**config.mk**
```make
export PLATFORM = sky130hd
export DESIGN_NAME = checksum_accum
export DESIGN_NICKNAME = d
export VERILOG_FILES = /design/src/rtl/checksum_accum.sv
export SDC_FILE = /design/constraint.sdc
export NUM_CORES = 1
export LEC_CHECK = 0
export CAP_MARGIN = 15
export CORE_MARGIN = 4
export CORE_UTILIZATION = 48
export DETAILED_ROUTE_END_ITERATION = 7
export DONT_BUFFER_PORTS = 1
export SLEW_MARGIN = 25
export SYNTH_ARGS = -nofsm -noshare
export SYNTH_HDL_FRONTEND = slang
export SYNTH_SLANG_ARGS = --single-unit
```
**constraint.sdc**
```tcl
create_clock -name clk -period 2.68 [get_ports clk]
set_input_delay 0.268 -clock clk [delete_from_list [all_inputs] [get_ports clk]]
set_output_delay 0.268 -clock clk [all_outputs]
set_load 0.02 [all_outputs]
```
**src/rtl/checksum_accum.sv**
```systemverilog
`default_nettype none
//-----------------------------------------------------------------------------
// Module   : checksum_accum
// Brief    : Accumulates 4-bit nibbles into a ones'-complement sum per packet
//            and presents sum, checksum, nibble count and truncation flag
//            through a valid/ready result port.
// Revision : 1.0 - initial release
//-----------------------------------------------------------------------------
module checksum_accum #(
   parameter int MAX_LEN = 8
) (
   input  logic       clk,
   input  logic       rst_n,
   input  logic       in_valid_i,
   output logic       in_ready_o,
   input  logic [3:0] in_data_i,
   input  logic       in_last_i,
   output logic       out_valid_o,
   input  logic       out_ready_i,
   output logic [3:0] out_sum_o,
   output logic [3:0] out_check_o,
   output logic [3:0] out_count_o,
   output logic       out_err_o
);

   localparam logic [3:0] MAX_CNT = 4'(MAX_LEN);

   typedef enum logic [1:0] {
      S_IDLE  = 2'd0,
      S_ACCUM = 2'd1,
      S_DONE  = 2'd2
   } state_t;

   state_t     state_q;
   logic [3:0] acc_q;
   logic [3:0] count_q;
   logic       err_q;
   logic       in_ready_q;
   logic       out_valid_q;

   logic [4:0] sum5_d;
   logic [3:0] acc_d;
   logic [3:0] count_d;
   logic       in_xfer_d;
   logic       out_xfer_d;
   logic       at_max_d;

   // Next accumulator and count for a nibble transfer; end-around carry folded
   // back in, the carry of that second add is dropped (0xF is kept as-is).
   always_comb begin
      sum5_d     = {1'b0, acc_q} + {1'b0, in_data_i};
      acc_d      = sum5_d[3:0] + {3'b000, sum5_d[4]};
      count_d    = count_q + 4'd1;
      in_xfer_d  = in_valid_i & in_ready_q;
      out_xfer_d = out_valid_q & out_ready_i;
      at_max_d   = (count_d == MAX_CNT);
   end

   // Packet state machine with registered handshake flags and result fields.
   always_ff @(posedge clk) begin
      if (!rst_n) begin
         state_q     <= S_IDLE;
         acc_q       <= 4'h0;
         count_q     <= 4'h0;
         err_q       <= 1'b0;
         in_ready_q  <= 1'b1;
         out_valid_q <= 1'b0;
      end else begin
         case (state_q)
            S_IDLE, S_ACCUM: begin
               if (in_xfer_d) begin
                  acc_q   <= acc_d;
                  count_q <= count_d;
                  if (in_last_i || at_max_d) begin
                     // Truncation only when the length limit, not in_last,
                     // closed the packet.
                     state_q     <= S_DONE;
                     err_q       <= ~in_last_i;
                     in_ready_q  <= 1'b0;
                     out_valid_q <= 1'b1;
                  end else begin
                     state_q <= S_ACCUM;
                  end
               end
            end
            S_DONE: begin
               if (out_xfer_d) begin
                  state_q     <= S_IDLE;
                  acc_q       <= 4'h0;
                  count_q     <= 4'h0;
                  err_q       <= 1'b0;
                  in_ready_q  <= 1'b1;
                  out_valid_q <= 1'b0;
               end
            end
            default: begin
               state_q     <= S_IDLE;
               acc_q       <= 4'h0;
               count_q     <= 4'h0;
               err_q       <= 1'b0;
               in_ready_q  <= 1'b1;
               out_valid_q <= 1'b0;
            end
         endcase
      end
   end

   // Result fields come straight from the state registers; acc and count are
   // frozen in DONE, so they stay stable while out_valid is high.
   assign in_ready_o  = in_ready_q;
   assign out_valid_o = out_valid_q;
   assign out_sum_o   = acc_q;
   assign out_check_o = ~acc_q;
   assign out_count_o = count_q;
   assign out_err_o   = err_q;

endmodule
`default_nettype wire

```
==> results.py <==
metrics = {
    "floorplanning": {
        "die_y_um": 49.0,
        "die_area_um2": 2400,
        "initial_core_util_pct": 52.4,
        "die_x_um": 49.0,
        "num_rows": 14,
        "ios": 24,
        "core_area_um2": 1540,
    },
    "placed_design": {
        "port_buffers": 0,
        "dpl_worst_slack_ns": 0.485,
        "postPlaceCellArea_um2": 817,
        "dp_hpwl_um": 1190,
        "gp_congestion": 0.737,
    },
    "pwr": {
        "ir_worst_vdd_mv": 0.310,
        "power_density_nw_per_um2": 606,
        "p_leak_nw": 0.367,
    },
    "timing": {
        "finClkSkew_ns": 0.00362,
        "fin_crit_sh_pct": 81.8,
        "setup_slack_ns": 0.487,
        "tightest_slew_ns": 0.398,
        "setup_viol": 0,
        "rsz0062_at_grt": "false",
        "hold_slack_ns": 0.118,
        "setup_tns_ns": 0,
        "min_period_ns": 2.19,
        "slew_headroom_pct": 73.4,
        "max_freq_mhz": 456,
        "slew_viol_final": 0,
        "hold_violations": 0,
    },
    "drt": {
        "post_drt_wl_per_cell_um": 13.8,
        "wl_met3_um": 116,
        "wl_met2_um": 737,
        "wl_met1_um": 656,
        "finalWirelength_um": 1540,
        "first_iter_violations": 7,
        "drc": 0,
        "vias": 648,
        "routed.top_layer": "met4",
        "final_antenna_net_count": 0,
        "drt-pass1-iter-count": 4,
        "viasPerCell": 5.84,
    },
    "clocking": {
        "cts_num_sinks": 13,
        "cts_resized": 0,
        "postCtsHoldBufs": 0,
        "clock_latency_ns": 0.28,
        "cts_buffer_depth": 2,
        "ctsHtreeMaxLevel": 1,
        "root_buffer": "clkbuf_4",
        "cts.clk_slew.worst_paths_ns": 0.08,
        "cts_buffers": 3,
        "cts_tree": "done",
        "cts_setup_buffers": 0,
    },
    "run_status": {
        "status": "finished, final reports clean",
    },
    "layout": {
        "utilization_pct": 54.7,
        "area_growth_syn_to_layout_pct": 4.33,
        "design_area_um2": 843,
        "insertedDiodeCount": 0,
        "seq_area_um2": 260,
        "multi_input_area_um2": 488,
        "nNetsFinal": 113,
        "drive_gt1_share_pct": 7.37,
        "fill_cells": 144,
    },
    "global_route": {
        "grt_pass1_vias": 585,
        "grt_max_degree": 14,
        "grt_usage_pct": 13.2,
        "antenna_found_initial": 0,
        "grt_pass1_wl_um": 2600,
        "grt_remaining_overflow": 0,
    },
    "synthesis": {
        "synth_seq_cells": 13,
        "synthArstFlopShare_pct": 0,
        "synthDistinctLibCells": 32,
        "synth-edff-count": 0,
        "syn_area_um2": 808,
        "avgSynthCellArea_um2": 8.79,
        "yosysWarnings": 0,
        "synth_cells": 92,
        "syn-num-nets": 109,
        "ys.flop_type": "dfxtp_1",
        "ys_seq_area_share_pct": 32.2,
    },
    "worst_setup_path": {
        "critical_path_arrival_ns": 2.42,
        "cp.required_ns": 2.90,
        "slowest_stage": "fa_1",
        "cp_max_fo": 2,
        "crit_type": "register to register",
        "endpoint_kind": "register",
        "startpoint_type": "register",
        "cp_slowest_stage_delay_ns": 0.39,
        "crit_chain": "ha_1, inv_1, fa_1, nor2b_1, o21ai_0, nand2b_1, ha_1, nand2b_1, or3_1, a211oi_1, nand3b_1",
    },
    "job": {
        "maxCapViolCount": 0,
    },
    "worst_hold_path": {
        "min_path_type": "primary input to register",
    },
}
critical path, delay by kind of cell (launching register included):
kind,cells,cell delay [ns]
AO/OA/AOI/OAI,2,0.31
flip-flops,1,0.33
buffers and inverters,1,0.05
AND/OR/NAND/NOR,5,0.73
adder cells (fa/ha/maj),3,0.72
state kept, by name, indices dropped and copies added (netlist names):
register	count
out_err_o	1
out_sum_o	4
in_ready_o	1
out_valid_o	1
out_count_o	4
state_q	2
cell families after synthesis:
group	share of synthesized area, %
muxes	1.24
AOI/OAI and AO/OA	20.9
and+or+nand+nor	20.6
buffers and inverters	7.43
adders and majority gates	13.3
xor gates and xnor gates	4.34
DFF	32.2
layout make-up:
class | instances | share of cell area (%)
clock buffer | 4 | 3.12
sequential | 13 | 30.9
tap | 16 | 2.37
inverter | 9 | 4.01
timing repair buffer | 2 | 1.78
multi-input combinational | 67 | 57.9
cell usage in the layout, fill, tap and decap left out, drive strengths merged, types with 5 or more instances in the layout:
| cell type | netlist | layout |
|---|---|---|
| ha | 7 | 7 |
| dfxtp | 13 | 13 |
| nand3 | 5 | 5 |
| nor2b | 5 | 5 |
| o21ai | 5 | 5 |
| a21oi | 5 | 5 |
| inv | 9 | 9 |
| nand2 | 8 | 8 |
cells in the mapped netlist (2+ instances only):
library cell,number,area [um^2]
a21o_1,4,30.0
a21oi_1,4,20.0
a22oi_1,4,30.0
buf_6,2,22.5
dfxtp_1,13,260
ha_1,7,87.6
inv_1,9,33.8
nand2_1,8,30.0
nand2b_1,3,18.8
nand3_1,5,25.0
nand3b_1,2,15.0
nor2b_1,5,31.3
o21ai_0,5,25.0
xnor2_1,2,17.5
xor2_1,2,17.5
worst paths after layout:
| path | startpoint | to | slack (ns) | cells past startpoint |
|---|---|---|---|---|
| hold / removal | rst_n | out_count_o[2]$_SDFFE_PN0P_ | 0.12 | 1 |
| hold reg to reg | state_q[0]$_SDFFE_PN0P_ | state_q[0]$_SDFFE_PN0P_ | 0.58 | 3 |
| setup / recovery | out_sum_o[0]$_SDFFE_PN0P_ | out_sum_o[3]$_SDFFE_PN0P_ | 0.49 | 11 |
| setup reg to reg | out_sum_o[0]$_SDFFE_PN0P_ | out_sum_o[3]$_SDFFE_PN0P_ | 0.49 | 11 |
where the power goes:
group	switching (mW)	internal, mW	leakage, nW
Combinational	0.0796	0.0601	0.245
Sequential	0.0377	0.212	0.107
Clock	0.0643	0.0577	0.0150
Total	0.182	0.330	0.367
per-layer routing:
layer / GRT usage (%) / vias to the layer above
met5: 0 / -
met4: 6.73 / 0
met3: 3.36 / 4
met2: 19.8 / 21
met1: 17.4 / 295
li1: - / 328
stage by stage:
stage	power (mW)	instances
6_report	0.511	111
5_1_grt	0.548	111
3_5_place_dp	0.395	107
2_1_floorplan	0.371	92
4_1_cts	0.517	111
3_3_place_gp	0.395	107
No activity file was read; power rests on OpenSTA's default activity.
